**config.mk**
```make
export PLATFORM = sky130hd
export DESIGN_NAME = wb_arbiter_flat
export DESIGN_NICKNAME = d
export VERILOG_FILES = /design/src/rtl/wb_arbiter_if.sv /design/src/rtl/wb_arbiter.sv /design/src/flat_wrapper.sv
export SDC_FILE = /design/constraint.sdc
export NUM_CORES = 1
export LEC_CHECK = 0
export CORE_MARGIN = 2
export CORE_UTILIZATION = 43
export DETAILED_ROUTE_END_ITERATION = 16
export GPL_ROUTABILITY_DRIVEN = 1
export HOLD_SLACK_MARGIN = 0.15
export PLACE_DENSITY_LB_ADDON = 0.3
export SLEW_MARGIN = 20
export SYNTH_ARGS = -nofsm -noshare
export SYNTH_HDL_FRONTEND = slang
export SYNTH_SLANG_ARGS = --single-unit
```
**constraint.sdc**
```tcl
create_clock -name clk -period 7.9 [get_ports clk]
set_input_delay 2.37 -clock clk [delete_from_list [all_inputs] [get_ports clk]]
set_output_delay 2.37 -clock clk [all_outputs]
set_load 0.1 [all_outputs]
```
**src/rtl/wb_arbiter_if.sv**
```systemverilog
// Result-bus interface between the execute/memory units and the write-back arbiter.
// The master modport is the arbiter's view; slave is the producers'/regfile's view.
interface wb_arbiter_if #(
  parameter int unsigned XLEN   = 32,
  parameter int unsigned REG_AW = 5
);
  logic              alu_valid;
  logic [REG_AW-1:0] alu_rd;
  logic [XLEN-1:0]   alu_data;
  logic              ld_valid;
  logic [REG_AW-1:0] ld_rd;
  logic [XLEN-1:0]   ld_data;
  logic              ld_ready;
  logic              md_valid;
  logic [REG_AW-1:0] md_rd;
  logic [XLEN-1:0]   md_data;
  logic              md_ready;
  logic              wb_en;
  logic [REG_AW-1:0] wb_rd;
  logic [XLEN-1:0]   wb_data;

  modport master (
    input  alu_valid, alu_rd, alu_data,
    input  ld_valid, ld_rd, ld_data,
    input  md_valid, md_rd, md_data,
    output ld_ready, md_ready,
    output wb_en, wb_rd, wb_data
  );

  modport slave (
    output alu_valid, alu_rd, alu_data,
    output ld_valid, ld_rd, ld_data,
    output md_valid, md_rd, md_data,
    input  ld_ready, md_ready,
    input  wb_en, wb_rd, wb_data
  );
endinterface

```
**src/rtl/wb_arbiter.sv**
```systemverilog
// Register-file write-port arbiter (ALU > round-robin load/muldiv) with pending-write scoreboard.
// Optional WB_BYPASS_EN: forward the in-flight write to the issue stage instead of stalling.
module wb_arbiter #(
  parameter int unsigned XLEN   = 32,
  parameter int unsigned REG_AW = 5
) (
  input  logic              clk,
  input  logic              rst,
  input  logic              issue_en,
  input  logic [REG_AW-1:0] issue_rd,
  input  logic [REG_AW-1:0] rs1_index,
  input  logic [REG_AW-1:0] rs2_index,
  output logic              rs1_busy,
  output logic              rs2_busy,
  output logic              rs1_fwd_valid,
  output logic [XLEN-1:0]   rs1_fwd_data,
  output logic              rs2_fwd_valid,
  output logic [XLEN-1:0]   rs2_fwd_data,
  wb_arbiter_if.master      bus
);
  localparam int unsigned NREG = 2 ** REG_AW;

  typedef enum logic {RR_LD = 1'b0, RR_MD = 1'b1} rr_t;

  rr_t               rr_q, rr_d;
  logic [NREG-1:0]   sb_q, sb_d;
  logic              sel_valid;
  logic [REG_AW-1:0] sel_rd;
  logic [XLEN-1:0]   sel_data;
  logic              rs1_hit, rs2_hit;

  // Round-robin pointer register
  always_ff @(posedge clk) begin
    if (rst) rr_q <= RR_LD;
    else     rr_q <= rr_d;
  end

  // Grant logic: ALU pre-empts; pointer only matters (and only moves) when ld and md contend
  always_comb begin
    rr_d         = rr_q;
    bus.ld_ready = 1'b0;
    bus.md_ready = 1'b0;
    if (!rst && !bus.alu_valid) begin
      if (bus.ld_valid && bus.md_valid) begin
        if (rr_q == RR_LD) begin
          bus.ld_ready = 1'b1;
          rr_d         = RR_MD;
        end else begin
          bus.md_ready = 1'b1;
          rr_d         = RR_LD;
        end
      end else begin
        bus.ld_ready = bus.ld_valid;
        bus.md_ready = bus.md_valid;
      end
    end
  end

  // Write-port mux of the accepted result
  always_comb begin
    sel_valid = 1'b0;
    sel_rd    = '0;
    sel_data  = '0;
    if (bus.alu_valid) begin
      sel_valid = 1'b1;
      sel_rd    = bus.alu_rd;
      sel_data  = bus.alu_data;
    end else if (bus.ld_ready) begin
      sel_valid = 1'b1;
      sel_rd    = bus.ld_rd;
      sel_data  = bus.ld_data;
    end else if (bus.md_ready) begin
      sel_valid = 1'b1;
      sel_rd    = bus.md_rd;
      sel_data  = bus.md_data;
    end
  end

  always_ff @(posedge clk) begin
    if (rst) begin
      bus.wb_en   <= 1'b0;
      bus.wb_rd   <= '0;
      bus.wb_data <= '0;
    end else begin
      bus.wb_en <= sel_valid && (sel_rd != '0);
      if (sel_valid) begin
        bus.wb_rd   <= sel_rd;
        bus.wb_data <= sel_data;
      end
    end
  end

  // Scoreboard: completions clear first so a same-edge issue to that rd wins
  always_comb begin
    sb_d = sb_q;
    if (bus.ld_ready) sb_d[bus.ld_rd] = 1'b0;
    if (bus.md_ready) sb_d[bus.md_rd] = 1'b0;
    if (issue_en && (issue_rd != '0)) sb_d[issue_rd] = 1'b1;
    sb_d[0] = 1'b0;
  end

  always_ff @(posedge clk) begin
    if (rst) sb_q <= '0;
    else     sb_q <= sb_d;
  end

  assign rs1_hit = bus.wb_en && (bus.wb_rd == rs1_index) && (rs1_index != '0);
  assign rs2_hit = bus.wb_en && (bus.wb_rd == rs2_index) && (rs2_index != '0);

`ifdef WB_BYPASS_EN
  assign rs1_busy      = (rs1_index != '0) && sb_q[rs1_index];
  assign rs2_busy      = (rs2_index != '0) && sb_q[rs2_index];
  assign rs1_fwd_valid = rs1_hit;
  assign rs2_fwd_valid = rs2_hit;
  assign rs1_fwd_data  = rs1_hit ? bus.wb_data : '0;
  assign rs2_fwd_data  = rs2_hit ? bus.wb_data : '0;
`else
  // The regfile write lands at the end of this cycle, so an in-flight hit stalls once
  assign rs1_busy      = ((rs1_index != '0) && sb_q[rs1_index]) || rs1_hit;
  assign rs2_busy      = ((rs2_index != '0) && sb_q[rs2_index]) || rs2_hit;
  assign rs1_fwd_valid = 1'b0;
  assign rs2_fwd_valid = 1'b0;
  assign rs1_fwd_data  = '0;
  assign rs2_fwd_data  = '0;
`endif
endmodule

```
**src/flat_wrapper.sv**
```systemverilog
// flat-port wrapper written by rule: the top's interface ports become plain ports
module wb_arbiter_flat 
#(
  parameter int unsigned XLEN   = 32,
  parameter int unsigned REG_AW = 5
)
  (clk, rst, issue_en, issue_rd, rs1_index, rs2_index, rs1_busy, rs2_busy, rs1_fwd_valid, rs1_fwd_data, rs2_fwd_valid, rs2_fwd_data, bus_alu_valid, bus_alu_rd, bus_alu_data, bus_ld_valid, bus_ld_rd, bus_ld_data, bus_md_valid, bus_md_rd, bus_md_data, bus_ld_ready, bus_md_ready, bus_wb_en, bus_wb_rd, bus_wb_data);
  wb_arbiter_if #(.XLEN(XLEN), .REG_AW(REG_AW)) bus_i ();
  input  logic clk;
  input  logic rst;
  input  logic issue_en;
  input  logic [REG_AW-1:0] issue_rd;
  input  logic [REG_AW-1:0] rs1_index;
  input  logic [REG_AW-1:0] rs2_index;
  output logic rs1_busy;
  output logic rs2_busy;
  output logic rs1_fwd_valid;
  output logic [XLEN-1:0] rs1_fwd_data;
  output logic rs2_fwd_valid;
  output logic [XLEN-1:0] rs2_fwd_data;
  input wire logic [$bits(bus_i.alu_valid)-1:0] bus_alu_valid;
  input wire logic [$bits(bus_i.alu_rd)-1:0] bus_alu_rd;
  input wire logic [$bits(bus_i.alu_data)-1:0] bus_alu_data;
  input wire logic [$bits(bus_i.ld_valid)-1:0] bus_ld_valid;
  input wire logic [$bits(bus_i.ld_rd)-1:0] bus_ld_rd;
  input wire logic [$bits(bus_i.ld_data)-1:0] bus_ld_data;
  input wire logic [$bits(bus_i.md_valid)-1:0] bus_md_valid;
  input wire logic [$bits(bus_i.md_rd)-1:0] bus_md_rd;
  input wire logic [$bits(bus_i.md_data)-1:0] bus_md_data;
  output wire logic [$bits(bus_i.ld_ready)-1:0] bus_ld_ready;
  output wire logic [$bits(bus_i.md_ready)-1:0] bus_md_ready;
  output wire logic [$bits(bus_i.wb_en)-1:0] bus_wb_en;
  output wire logic [$bits(bus_i.wb_rd)-1:0] bus_wb_rd;
  output wire logic [$bits(bus_i.wb_data)-1:0] bus_wb_data;
  assign bus_i.alu_valid = bus_alu_valid;
  assign bus_i.alu_rd = bus_alu_rd;
  assign bus_i.alu_data = bus_alu_data;
  assign bus_i.ld_valid = bus_ld_valid;
  assign bus_i.ld_rd = bus_ld_rd;
  assign bus_i.ld_data = bus_ld_data;
  assign bus_i.md_valid = bus_md_valid;
  assign bus_i.md_rd = bus_md_rd;
  assign bus_i.md_data = bus_md_data;
  assign bus_ld_ready = bus_i.ld_ready;
  assign bus_md_ready = bus_i.md_ready;
  assign bus_wb_en = bus_i.wb_en;
  assign bus_wb_rd = bus_i.wb_rd;
  assign bus_wb_data = bus_i.wb_data;
  wb_arbiter #(.XLEN(XLEN), .REG_AW(REG_AW)) u_core (.clk(clk), .rst(rst), .issue_en(issue_en), .issue_rd(issue_rd), .rs1_index(rs1_index), .rs2_index(rs2_index), .rs1_busy(rs1_busy), .rs2_busy(rs2_busy), .rs1_fwd_valid(rs1_fwd_valid), .rs1_fwd_data(rs1_fwd_data), .rs2_fwd_valid(rs2_fwd_valid), .rs2_fwd_data(rs2_fwd_data), .bus(bus_i));
endmodule
```
==> flow_summary.json, run 1 <==
{
  "synth_edf_count": 0,
  "met1_usage_pct": 31.47,
  "clk_path_buf_depth": 2,
  "yosysTopAreaCell": "dfxtp_1",
  "synth.distinct_cells": 58,
  "max-slew-margin-rel_pct": 29.97,
  "cp-start-kind": "input port",
  "die_w_um": 106.9,
  "dp_hpwl_um": 12100,
  "via_per_inst": 5.877,
  "fp.dieH_um": 106.9,
  "wl_per_cell_um": 18.95,
  "cts_root_buf": "clkbuf_8",
  "hp-start": "u_core.sb_q[26]$_SDFF_PP0_",
  "met3_usage_pct": 6.748,
  "core_um2": 10320,
  "clkTransAtPathRegs_ps": 70,
  "antenna_left": 0,
  "setup_viol": 0,
  "placed_area_um2": 6060,
  "peakVddDrop_mv": 0.09061,
  "hold_class": "flop to flop",
  "grt_max_degree": 60,
  "fmax_ghz": 0.1425,
  "gp_congestion": 1.003,
  "io_pins": 240,
  "start_util_pct": 44.09,
  "drc": 0,
  "ys_seq_area_share_pct": 30.79,
  "power_density_nw_per_um2": 171.3,
  "diodes": 0,
  "arrival_ps": 4650,
  "critPathKind": "input port to primary output",
  "cap_violations": 0,
  "syn_inst": 539,
  "busiest_layer": "met2",
  "fill_cells": 930,
  "htree_levels": 3,
  "dieArea_um2": 11420,
  "p_leak_nw": 2.205,
  "min_period_ps": 7016,
  "postCtsSetupBuffers": 0,
  "num_rows": 37,
  "yosysWarnings": 0,
  "worstReg2RegStart": "u_core.rr_q$_SDFFE_PP0P_",
  "ys.flop_type": "dfxtp_1",
  "r2r_setup_slack_ps": 5530,
  "grt_pass1_wl_um": 23990,
  "routed-via-count": 4837,
  "min_path_cells": 2,
  "rsz0062_at_grt": "no",
  "required_ps": 5530,
  "grt_pass1_vias": 4590,
  "tightest_slew_ps": 1047,
  "area_delta_synth_final_pct": 36.50,
  "cts_tree": "built",
  "io_buffers": 173,
  "status": "completed",
  "worstSetupEndpointType": "primary output",
  "async_flop_share_pct": 0,
  "clock-sinks": 70,
  "min_to": "u_core.sb_q[26]$_SDFF_PP0_",
  "first_pass_iters": 6,
  "layout-drive-gt1-share_pct": 6.405,
  "clk_latency_ps": 350,
  "syn_avg_cell_area_um2": 8.445,
  "slew_viol_final": 0,
  "finalClockSkew_ps": 10.16,
  "reg2reg_to": "u_core.bus.wb_en$_SDFF_PP0_",
  "grt.overflow.total": 0,
  "fin_nets": 816,
  "hold_buffers": 0,
  "drt_wl_total_um": 15590,
  "cts_made_buffers": 9,
  "drt_iter0_markers": 444,
  "track_usage_pct": 26.80,
  "finalHoldViolCount": 0,
  "crit_fanout": 12,
  "met2_usage_pct": 45.95,
  "cts_resized": 0,
  "post-route-period-util_pct": 88.81,
  "stdcell_area_um2": 6213,
  "synth_top_area_share_pct": 30.79,
  "synth-seq-cells": 70,
  "multi_input_area_um2": 2634,
  "synth_area_leaders": "dfxtp_1 31%, buf_4 11%, a22oi_1 11%",
  "fin_tns_setup_ps": 0,
  "register_area_um2": 1401,
  "reg2reg_depth": 7,
  "netlist_area_um2": 4552,
  "grt_antenna_before_repair": 0
}
[metrics by stage]
step / hold slack [ps] / utilization [%] / setup slack (ps) / power, mW / cells
2_1_floorplan: 457.4 / - / 781.5 / 0.7340 / 604
3_3_place_gp: 485.0 / 58.70 / 941.4 / 0.8270 / 809
3_5_place_dp: 493.8 / 58.70 / 899.5 / 0.8300 / 809
4_1_cts: 503.6 / 60.19 / 885.9 / 1.065 / 823
5_1_grt: 537.3 / 60.19 / 737.7 / 1.098 / 823
6_report: 503.7 / 60.19 / 884.2 / 1.064 / 823
[synthesized netlist by cell type, drive strengths merged (5+ instances only)]
cell,count
nand2,30
a21oi,44
mux2i,7
clkbuf,29
inv,20
a221o,5
nor2,24
o32ai,15
o311ai,7
nor2b,8
mux4,10
buf,80
xor2,7
a22oi,65
nand2b,8
dfxtp,70
nand3,18
o22ai,23
o21ai,5
nor3,7
[worst max-delay path, stage by stage]
cell	delay, ps
clkdlybuf4s50_1	870
mux4_2	570
mux2_2	270
nand2_1	60
o2111ai_1	120
o21a_1	150
buf_4	230
[state kept, by name, summed over array words and instances, names as in the netlist]
name                flops
u_core.bus.wb_data     32
u_core.sb_q            31
u_core.bus.wb_en        1
u_core.bus.wb_rd        5
u_core.rr_q             1
[cell usage in the layout, fill, tap and decap left out, types with 8 or more instances in the layout]
cell and n:
nor2_1 22, a21oi_1 44, conb_1 66, nand2b_1 8, dfxtp_1 70, a22oi_1 65, o22ai_1 23, o32ai_1 15
clkbuf_8 9, nand3_1 16, clkdlybuf4s50_1 168, nand2_1 29, mux4_2 10, inv_1 19, nor2b_1 8
[per-layer routing]
layer  vias up  share of wire, %
met2       313                50
met1      2275                36
met4         0               3.2
met5         -                 0
li1       2211                 -
met3        38                11
[worst max-delay path by stage]
stage,startpoint,to,slack (ps),depth (start not counted)
final,rs1_index[0],rs1_busy,880,7
after global routing,rs2_index[0],rs2_busy,740,7
after CTS,rs1_index[0],rs1_busy,890,7
after detailed placement,rs1_index[0],rs1_busy,900,7
after global placement,rs1_index[0],rs1_busy,940,7
after floorplan,rs2_index[2],rs2_busy,780,6
[area by class of cell]
cell class	count	area share, %
clock buffer	10	2.054
clock inverter	4	0.4229
inverter	20	1.208
multi-input combinational	405	42.39
sequential	70	22.55
tap	136	2.739
timing repair buffer	178	28.63
[kinds of logic after synthesis]
| family | count (synthesis) | share of synthesized area [%] |
|---|---|---|
| compound gates | 191 | 29.60 |
| buf+inv | 129 | 16.71 |
| simple gates | 118 | 13.66 |
| flops | 70 | 30.79 |
| mux | 20 | 7.229 |
| xor+xnor | 10 | 1.924 |
| other cells | 1 | 0.08238 |
[report_power, final]
| group | internal [mW] | switching (mW) | total [mW] |
|---|---|---|---|
| combinational | 0.115 | 0.329 | 0.444 |
| clock | 0.110 | 0.129 | 0.239 |
| sequential | 0.369 | 0.0127 | 0.382 |
| total | 0.594 | 0.471 | 1.06 |
Note: power is estimated with default switching activity, not from simulation.
==> run 2: changes to the inputs <==
- CTS_CLUSTER_SIZE: default -> 14
- SKIP_CTS_REPAIR_TIMING: default -> 1
==> results of run 2 <==
Same layout as run 1: the final DEF is identical, and so are final timing and power.
==> variant: new RTL, config.mk and constraints of run 2 <==
Build with the macro `WB_BYPASS_EN` defined.
--- a/src/rtl/wb_arbiter.sv
+++ b/src/rtl/wb_arbiter.sv
@@ -1,5 +1,7 @@
 // Register-file write-port arbiter (ALU > round-robin load/muldiv) with pending-write scoreboard.
 // Optional WB_BYPASS_EN: forward the in-flight write to the issue stage instead of stalling.
+`define WB_BYPASS_EN
+
 module wb_arbiter #(
   parameter int unsigned XLEN   = 32,
   parameter int unsigned REG_AW = 5
Formal check against the unedited RTL: not equivalent (Yosys sat finds a counterexample within 4 cycles, from zero or initial values and one cycle with rst high).
==> variant against run 2 <==
Non-clock buffer count grew 69. Largest power group is now sequential cells. Power down 7.9%. Critical endpoint unchanged. Area after synthesis is 3.1% lower. Clock skew is 1.6 ps lower. Worst setup slack better by 48 ps. Wire length is 25% higher. Utilization is 17 points higher. Final area up 23%. Synthesized cell count fell by 1.1%. Sequential power grew 1%. First-iteration DRC count increased by 29%. Hold slack about the same. Sequential cell count unchanged.
==> variant: results (changes against run 2) <==
stage;metric;value;unit;change
cells_and_area;share of layout cells above drive strength 1;0.156;;+0.0924
power;Pleak;2.65;nW;+20%
power;Max rail drop VDD;0.0952;mV;+5.1%
worst_setup_path;library cell contributing the largest single delay on the critical path;sky130_fd_sc_hd__clkdlybuf4s50_1;;
placed_design;Post-Place Cell Area;7450;sq um;+23%
grt;largest net degree at the start of global routing;54;;-10%
cells_and_area;Top Registers;u_core.bus.wb_data (32), u_core.sb_q (31), u_core.bus.wb_rd (5);;
worst_setup_path;reg2reg path depth;7;;unchanged
logic_synthesis;number of nets in the synthesized netlist;665;;
timing;slew at the pin with the worst max-slew slack;1040;ps;-10.5 ps
logic_synthesis;library cells used by synthesis;47;;-19%
logic_synthesis;number of warnings reported in the yosys synthesis log;0;;unchanged
route;wire length per cell after detailed routing;22.2;microns;+17%
route;via density per instance;6.14;;+4.5%
logic_synthesis;largest cells by area after synthesis;sky130_fd_sc_hd__dfxtp_1, sky130_fd_sc_hd__a22oi_1, sky130_fd_sc_hd__and2_1;;
grt;Overall Global Routing Usage;0.345;;+0.0769
clock_tree;buffers from clock root to sink, at most;2;;unchanged
clock_tree;number of buffers inserted during clock tree synthesis;9;;unchanged
clock_tree;clock network latency to the later pin of the worst-skew pair;340;ps;
route;number of optimization iterations in the first detailed-route pass;5;;-1
cells_and_area;diode insertion count for antenna repair;0;;unchanged
route;drt initial violations;571;;+29%
clock_tree;CTS HTree Levels;3;;unchanged
grt;antenna violations before repair;0;;unchanged
logic_synthesis;Top FF cell, synth;sky130_fd_sc_hd__dfxtp_1;;
power;Internal Dissipation;0.622;mW;+4.7%
clock_tree;clock-pin slew of the registers on the worst-case setup and hold paths;70;ps;about the same
logic_synthesis;mux cell area share after synthesis;0.0658;;-0.00650
placed_design;port bufs;239;;+38%
worst_setup_path;Worst EP arrival;4600;ps;-50 ps
worst_setup_path;max incr delay on CP;900;ps;+30 ps
logic_synthesis;Synth Area in Adders;0;;unchanged
timing;final clock skew;8.54;ps;-1.62 ps
logic_synthesis;synth cell count leaders;sky130_fd_sc_hd__dfxtp_1, sky130_fd_sc_hd__and2_1, sky130_fd_sc_hd__a22oi_1;;
grt;wire length of the first global-routing pass;30200;microns;+26%
grt;number of global-route vias before repair;5304;;+16%
run_status;run status;complete, no violations;;
cells_and_area;number of nets in the layout;875;;+7.2%
placed_design;gpl congestion;0.999;;-0.42%
logic_synthesis;share of the synthesized netlist area taken by xor and xnor gates;0.0218;;+0.00260
timing;final sum of negative setup slack;0;ps;unchanged
logic_synthesis;share of synthesized flip-flops with an asynchronous set or reset;0;;unchanged
min_path;cell depth of the worst min-delay path;2;;unchanged
min_path;type of the tightest min-delay check;flop to flop;;
placed_design;HPWL reported at the end of detailed placement;15300;microns;+27%
clock_tree;Root Driver;sky130_fd_sc_hd__clkbuf_8;;
logic_synthesis;part of the Yosys area used for sequential elements;0.318;;+0.00978
logic_synthesis;synthesized-area fraction occupied by ao, oa, aoi and oai cells;0.297;;+0.000612
worst_setup_path;largest driver fanout on the critical path;13;;+1
-- variant: layer usage --
layer  track usage  vias up  part of all wire
met3        0.0804       40              0.10
met2         0.600      361              0.51
met4        0.0895        0             0.020
met5             0        -                 0
met1         0.428     2583              0.37
li1              -     2425                 -
-- variant: power by group through the flow --
stage | clock [mW] | combinational [mW] | sequential, mW
after CTS | 0.269 | 0.322 | 0.386
after floorplan | 0 | 0.0978 | 0.486
after detailed placement | 0 | 0.321 | 0.394
final | 0.271 | 0.324 | 0.386
after global routing | 0.286 | 0.338 | 0.389
after global placement | 0 | 0.316 | 0.393
-- variant: area by class of cell --
cell class / count / area (sq um)
sequential: 70 / 1400
timing repair buffer: 247 / 3070
fill: 641 / 2240
multi-input combinational: 393 / 2730
clock inverter: 3 / 18.8
tap: 133 / 166
inverter: 22 / 82.6
clock buffer: 13 / 159
-- variant: cells by family after synthesis --
family,count (synthesis)
AOI/OAI and AO/OA,188
xor gates and xnor gates,11
buffers and inverters,70
DFF,70
muxes,16
and+or+nand+nor,178
-- variant: final timing paths --
| kind | startpoint | to | slack [ps] |
|---|---|---|---|
| setup / recovery | rs1_index[2] | rs1_busy | 930 |
| hold reg to reg | u_core.sb_q[31] | u_core.sb_q[31] | 500 |
| setup reg to reg | u_core.rr_q | u_core.bus.wb_en | 5500 |
| hold / removal | u_core.sb_q[31] | u_core.sb_q[31] | 500 |
-- variant: worst max-delay path: cells and delay by family --
| family | cells | cell delay [ps] |
|---|---|---|
| buffers and inverters | 2 | 1140 |
| AOI/OAI and AO/OA | 3 | 590 |
| muxes | 1 | 410 |
| and+or+nand+nor | 1 | 80 |
-- variant: stage by stage --
step,std cells,utilization,setup WS (ps)
detailed placement,865,0.755,967
CTS,881,0.773,967
global route,881,0.773,800
global placement,865,0.755,996
floorplan,533,-,302
finish,881,0.773,933
